### config.mk
export PLATFORM = sky130hd
export DESIGN_NAME = life_evolution_engine
export DESIGN_NICKNAME = d
export VERILOG_FILES = /design/src/rtl/life_pkg.sv /design/src/rtl/life_row_compute.sv /design/src/rtl/life_evolution_engine.sv
export SDC_FILE = /design/constraint.sdc
export NUM_CORES = 1
export LEC_CHECK = 0
export ABC_CLOCK_PERIOD_IN_PS = 16100
export CAP_MARGIN = 20
export CORE_UTILIZATION = 60
export CTS_CLUSTER_SIZE = 40
export DETAILED_ROUTE_END_ITERATION = 10
export MAX_ROUTING_LAYER = met4
export PLACE_DENSITY = 0.95
export SYNTH_ARGS = -nofsm -noshare
export SYNTH_HDL_FRONTEND = slang
export SYNTH_HIERARCHICAL = 1
export SYNTH_SLANG_ARGS = --single-unit
### constraint.sdc
create_clock -name clk -period 16.1 [get_ports clk]
set_input_delay 3.22 -clock clk [delete_from_list [all_inputs] [get_ports clk]]
set_output_delay 3.22 -clock clk [all_outputs]
set_load 0.005 [all_outputs]
### src/rtl/life_pkg.sv
// Shared types and constants for the Game of Life evolution engine.
// A board is flattened row-major, CELL_W bits per cell: bit0 = alive, bit1 = changed.
package life_pkg;

    localparam int CELL_W      = 2;
    localparam int ALIVE_BIT   = 0;
    localparam int CHANGED_BIT = 1;

    typedef struct packed {
        logic changed;
        logic alive;
    } cell_t;

    typedef enum logic [1:0] {
        IDLE,
        LOAD,
        ROW,
        DONE
    } evo_state_t;

    function automatic int cell_idx(input int i, input int j, input int n);
        return (i * n + j) * CELL_W;
    endfunction

endpackage

### src/rtl/life_row_compute.sv
// Combinational next-state for one board row from the alive bits of rows r-1, r, r+1.
// Rows outside a dead-boundary board arrive as zero; column wrap is resolved here.
module life_row_compute
    import life_pkg::*;
#(
    parameter int N = 5
) (
    input  logic [N-1:0]             row_up,
    input  logic [N-1:0]             row_mid,
    input  logic [N-1:0]             row_dn,
    input  logic                     wrap,
    output cell_t [N-1:0]            row_next,
    output logic [$clog2(N+1)-1:0]   pop
);

    localparam int POP_W = $clog2(N + 1);

    always_comb begin
        logic [3:0] nbr;
        int         jj;
        logic       in_range;
        logic       alive_new;

        row_next  = '0;
        pop       = '0;
        nbr       = '0;
        jj        = 0;
        in_range  = 1'b0;
        alive_new = 1'b0;
        for (int j = 0; j < N; j++) begin
            nbr = '0;
            for (int dj = -1; dj <= 1; dj++) begin
                jj       = j + dj;
                in_range = 1'b1;
                if (jj < 0) begin
                    jj       = N - 1;
                    in_range = wrap;
                end else if (jj >= N) begin
                    jj       = 0;
                    in_range = wrap;
                end
                // The cell itself sits in row_mid at dj == 0 and is not its own neighbour.
                if (in_range) begin
                    nbr = nbr + {3'b000, row_up[jj]} + {3'b000, row_dn[jj]};
                    if (dj != 0) nbr = nbr + {3'b000, row_mid[jj]};
                end
            end
            alive_new            = (nbr == 4'd3) || (row_mid[j] && (nbr == 4'd2));
            row_next[j].alive    = alive_new;
            row_next[j].changed  = alive_new ^ row_mid[j];
            pop                  = pop + POP_W'(alive_new);
        end
    end

endmodule

### src/rtl/life_evolution_engine.sv
// Row-serial Conway generation engine: snapshot the board on start, then produce one
// row of the new board per cycle, reporting live count and generation number on finish.
module life_evolution_engine
    import life_pkg::*;
#(
    parameter int P_PARAM_N = 5,
    parameter int P_GEN_W   = 16
) (
    input  logic                                          clk,
    input  logic                                          rst,
    input  logic                                          start,
    input  logic                                          wrap_mode,
    input  logic [P_PARAM_N*P_PARAM_N*CELL_W-1:0]         prev,
    output logic [P_PARAM_N*P_PARAM_N*CELL_W-1:0]         next,
    output logic                                          busy,
    output logic                                          finish_evo,
    output logic [$clog2(P_PARAM_N*P_PARAM_N+1)-1:0]      live_count,
    output logic [P_GEN_W-1:0]                            generation
);

    localparam int N     = P_PARAM_N;
    localparam int NC    = N * N;
    localparam int BW    = NC * CELL_W;
    localparam int ROW_W = $clog2(N);
    localparam int POP_W = $clog2(N + 1);
    localparam int CNT_W = $clog2(NC + 1);

    if (P_PARAM_N < 3) begin : g_bad_n
        $error("life_evolution_engine: P_PARAM_N must be at least 3");
    end

    evo_state_t          state_q, state_d;
    logic [ROW_W-1:0]    row_q;
    logic [CNT_W-1:0]    acc_q;
    logic [NC-1:0]       snap_q;
    logic                wrap_q;
    logic [BW-1:0]       next_q;
    logic [CNT_W-1:0]    live_q;
    logic [P_GEN_W-1:0]  gen_q;

    logic [NC-1:0]       prev_alive;
    logic                unused_prev_changed;
    logic [N-1:0]        row_up, row_mid, row_dn;
    cell_t [N-1:0]       new_row;
    logic [POP_W-1:0]    row_pop;
    logic                last_row;

    // Incoming changed flags carry no information for the next generation.
    always_comb begin
        prev_alive          = '0;
        unused_prev_changed = 1'b0;
        for (int k = 0; k < NC; k++) begin
            prev_alive[k]       = prev[k*CELL_W + ALIVE_BIT];
            unused_prev_changed = unused_prev_changed ^ prev[k*CELL_W + CHANGED_BIT];
        end
    end

    assign last_row = (row_q == ROW_W'(N - 1));

    always_comb begin
        row_mid = snap_q[int'(row_q)*N +: N];
        row_up  = '0;
        row_dn  = '0;
        if (row_q != '0)  row_up = snap_q[(int'(row_q) - 1)*N +: N];
        else if (wrap_q)  row_up = snap_q[(N - 1)*N +: N];
        if (!last_row)    row_dn = snap_q[(int'(row_q) + 1)*N +: N];
        else if (wrap_q)  row_dn = snap_q[0 +: N];
    end

    life_row_compute #(.N(N)) u_row (
        .row_up   (row_up),
        .row_mid  (row_mid),
        .row_dn   (row_dn),
        .wrap     (wrap_q),
        .row_next (new_row),
        .pop      (row_pop)
    );

    always_ff @(posedge clk or posedge rst) begin
        if (rst) state_q <= IDLE;
        else     state_q <= state_d;
    end

    always_comb begin
        state_d = state_q;
        case (state_q)
            IDLE:    if (start) state_d = LOAD;
            LOAD:    state_d = ROW;
            ROW:     if (last_row) state_d = DONE;
            DONE:    state_d = IDLE;
            default: state_d = IDLE;
        endcase
    end

    // Results for the final row, live count and generation all land on the edge into DONE.
    always_ff @(posedge clk or posedge rst) begin
        if (rst) begin
            row_q  <= '0;
            acc_q  <= '0;
            snap_q <= '0;
            wrap_q <= 1'b0;
            next_q <= '0;
            live_q <= '0;
            gen_q  <= '0;
        end else begin
            case (state_q)
                IDLE: begin
                    if (start) begin
                        snap_q <= prev_alive;
                        wrap_q <= wrap_mode;
                    end
                end
                LOAD: begin
                    row_q <= '0;
                    acc_q <= '0;
                end
                ROW: begin
                    next_q[cell_idx(int'(row_q), 0, N) +: N*CELL_W] <= new_row;
                    acc_q <= acc_q + CNT_W'(row_pop);
                    row_q <= row_q + ROW_W'(1);
                    if (last_row) begin
                        live_q <= acc_q + CNT_W'(row_pop);
                        gen_q  <= gen_q + P_GEN_W'(1);
                    end
                end
                default: ;
            endcase
        end
    end

    assign next       = next_q;
    assign busy       = (state_q == LOAD) || (state_q == ROW);
    assign finish_evo = (state_q == DONE);
    assign live_count = live_q;
    assign generation = gen_q;

endmodule

==> results.json <==
{
  "run_status": "complete, no violations",
  "synth-seq-cells": 107,
  "fp.dieW_um": 119,
  "ys_top_cells_by_count": "dfrtp_1 (107), nand2_1 (76), mux2_2 (73), mux2i_1 (57), inv_1 (52)",
  "htreeDepth": 3,
  "synthCells": 816,
  "critical_path_class": "register to register",
  "numCtsBuffers": 9,
  "start_util_pct": 61.5,
  "drt-initial-drc-count": 763,
  "root_buffer": "clkbuf_16",
  "drive_gt1_share_pct": 14.7,
  "synth.top_cells.by_area": "dfrtp_1 (33%), mux2_2 (10%), mux2i_1 (7.0%), ha_1 (6.0%), fa_1 (5.9%)",
  "synthArstFlopShare_pct": 100,
  "final.setup.worst_slack_ns": 5.95,
  "core-area_um2": 13300,
  "synth-warning-count": 6,
  "slowest_stage": "or4_1",
  "cts_tree": "yes",
  "syn_nets": 933,
  "hold_viol": 0,
  "synth-main-ff-cell": "dfrtp_1",
  "finalCritPeriodShare_pct": 63.0,
  "fin_nets": 1012,
  "yosysMostFrequentCell": "dfrtp_1",
  "postSynthAreaPerCell_um2": 10.0,
  "cts_resized": 0,
  "yosys.area.top_type": "dfrtp_1",
  "grt_use_total_pct": 31.8,
  "synth-edff-count": 0,
  "drv_cap": 0,
  "worst_pin_slew_ns": 1.25,
  "cp_data_arrival_time_ns": 10.38,
  "place_congestion": 1.01,
  "route.met3.wl_mm": 1.75,
  "grt_max_degree": 66,
  "crit_path_frequent_cell": "fa_1",
  "worstPathRequired_ns": 16.33,
  "critPathLaunchType": "register",
  "fin_tns_setup_ns": 0,
  "wl_met1_mm": 8.69,
  "fin_area_um2": 9600,
  "finalClockSkew_ns": 0.0140,
  "slew_violations": 0,
  "end_kind": "register",
  "slowest_delay_ns": 0.59,
  "clkSinkCount": 107,
  "num_rows": 42,
  "period_needed_ns": 10.15,
  "post_cts_buffers": 0,
  "io_buffer_count": 101,
  "hp-class": "register to register",
  "route.met2.wl_mm": 9.87,
  "wl_per_cell_um": 19.5,
  "ant_nets": 0,
  "clk_pin_slew_ns": 0.08,
  "nFillCells": 925,
  "antenna_cells": 0,
  "finalSetupViolations": 0,
  "hpwlAfterDp_mm": 15.3,
  "wirelength_mm": 21.0,
  "grt_pass1_vias": 6874,
  "fmax_mhz": 98.6,
  "post-place-ws_ns": 6.21,
  "synth_cell_type_count": 72,
  "die_area_um2": 14100,
  "top_layer_used": "met4",
  "critPathBufInv": 7,
  "clk_path_buf_depth": 2,
  "antenna_found_initial": 0,
  "slew_headroom_pct": 16.8,
  "num_vias": 6930,
  "hold_buffers": 0,
  "io_pins": 127,
  "critPathTopFamily": "adder cells",
  "drc": 0,
  "synth_top_area_share_pct": 32.7,
  "drt_first_pass_iters": 7,
  "ys_seq_area_share_pct": 32.7,
  "rsz0062_at_grt": "false",
  "cp_max_fo": 55,
  "grt_first_pass_wirelength_mm": 34.3,
  "syn_area_um2": 8180,
  "clock_latency_ns": 0.37,
  "dieHeight_um": 119,
  "vias_per_cell": 6.44,
  "grt.overflow.total": 0,
  "post_dp_cell_area_um2": 9280,
  "syn2layout_area_growth_pct": 17.3
}
[metal layers]
layer	up-vias	GRT usage [%]
met3	89	5.94
met1	3364	41.6
met5	-	-
li1	3115	-
met4	0	11.7
met2	362	49.6
[cell usage in the layout (no fill, tap or decap), drive strengths merged, types with 10 or more instances in the layout]
cell type,Yosys,routed
o21ai,32,32
ha,39,39
inv,53,56
o22ai,37,37
fa,24,24
nand4,11,11
clkdlybuf4s50,0,101
nand2b,10,10
nor2,41,41
mux2i,57,57
dfrtp,107,107
nand3,30,30
nand2,76,76
xnor2,19,19
mux4,11,11
mux2,88,88
a21oi,31,31
[cell families after synthesis]
logic type                 Yosys count  share of synthesized area (%)
AOI/OAI and AO/OA                  145                           11.7
xor gates and xnor gates            28                           3.00
adders and majority gates           63                           11.8
buffers and inverters               93                           4.66
DFF                                107                           32.7
muxes                              156                           22.1
and+or+nand+nor                    224                           14.0
[through the flow]
stage	std cells	hold WS, ns	utilization [%]
after floorplan	816	0.468	-
after global placement	1059	0.463	69.8
after detailed placement	1059	0.468	69.8
after CTS	1075	0.482	72.0
after global routing	1076	0.512	72.2
final	1076	0.475	72.2
[sequential cells by signal (all words and copies together), names as in the netlist]
register and count:
next 50, snap_q 25, generation 16, acc_q 5
live_count 5, row_q 3, state_q 2, wrap_q 1
[path summary, 6_finish.rpt]
kind,from,endpoint,slack (ns),cells past startpoint
worst max-delay path,row_q[0],live_count[4],5.95,31
worst min-delay path,generation[15],generation[15],0.48,1
worst max register to register,row_q[0],live_count[4],5.95,31
worst min register to register,generation[15],generation[15],0.48,1
max in group asynchronous,rst,row_q[0],11.65,3
min in group asynchronous,rst,generation[15],3.27,2
[area by class of cell]
class,instances,area [µm²],share of cell area [%]
clock buffer,9,225,2.35
multi-input combinational,616,5120,53.4
clock inverter,7,67.6,0.704
tap,176,220,2.29
inverter,54,205,2.14
timing repair buffer,107,1080,11.2
sequential,107,2680,27.9
[worst reg2reg max path: cells and delay by family, from the launching register on]
kind / cells / cell delay (ns)
adder cells (fa/ha/maj): 13 / 5.27
AO/OA/AOI/OAI: 4 / 0.68
AND/OR/NAND/NOR: 6 / 1.50
XOR/XNOR: 1 / 0.23
buffers and inverters: 7 / 1.93
flip-flops: 1 / 0.40
Power is left out: the tool's default activity adds up to more than one toggle a clock period on the data nets, which glitch-free logic cannot reach.
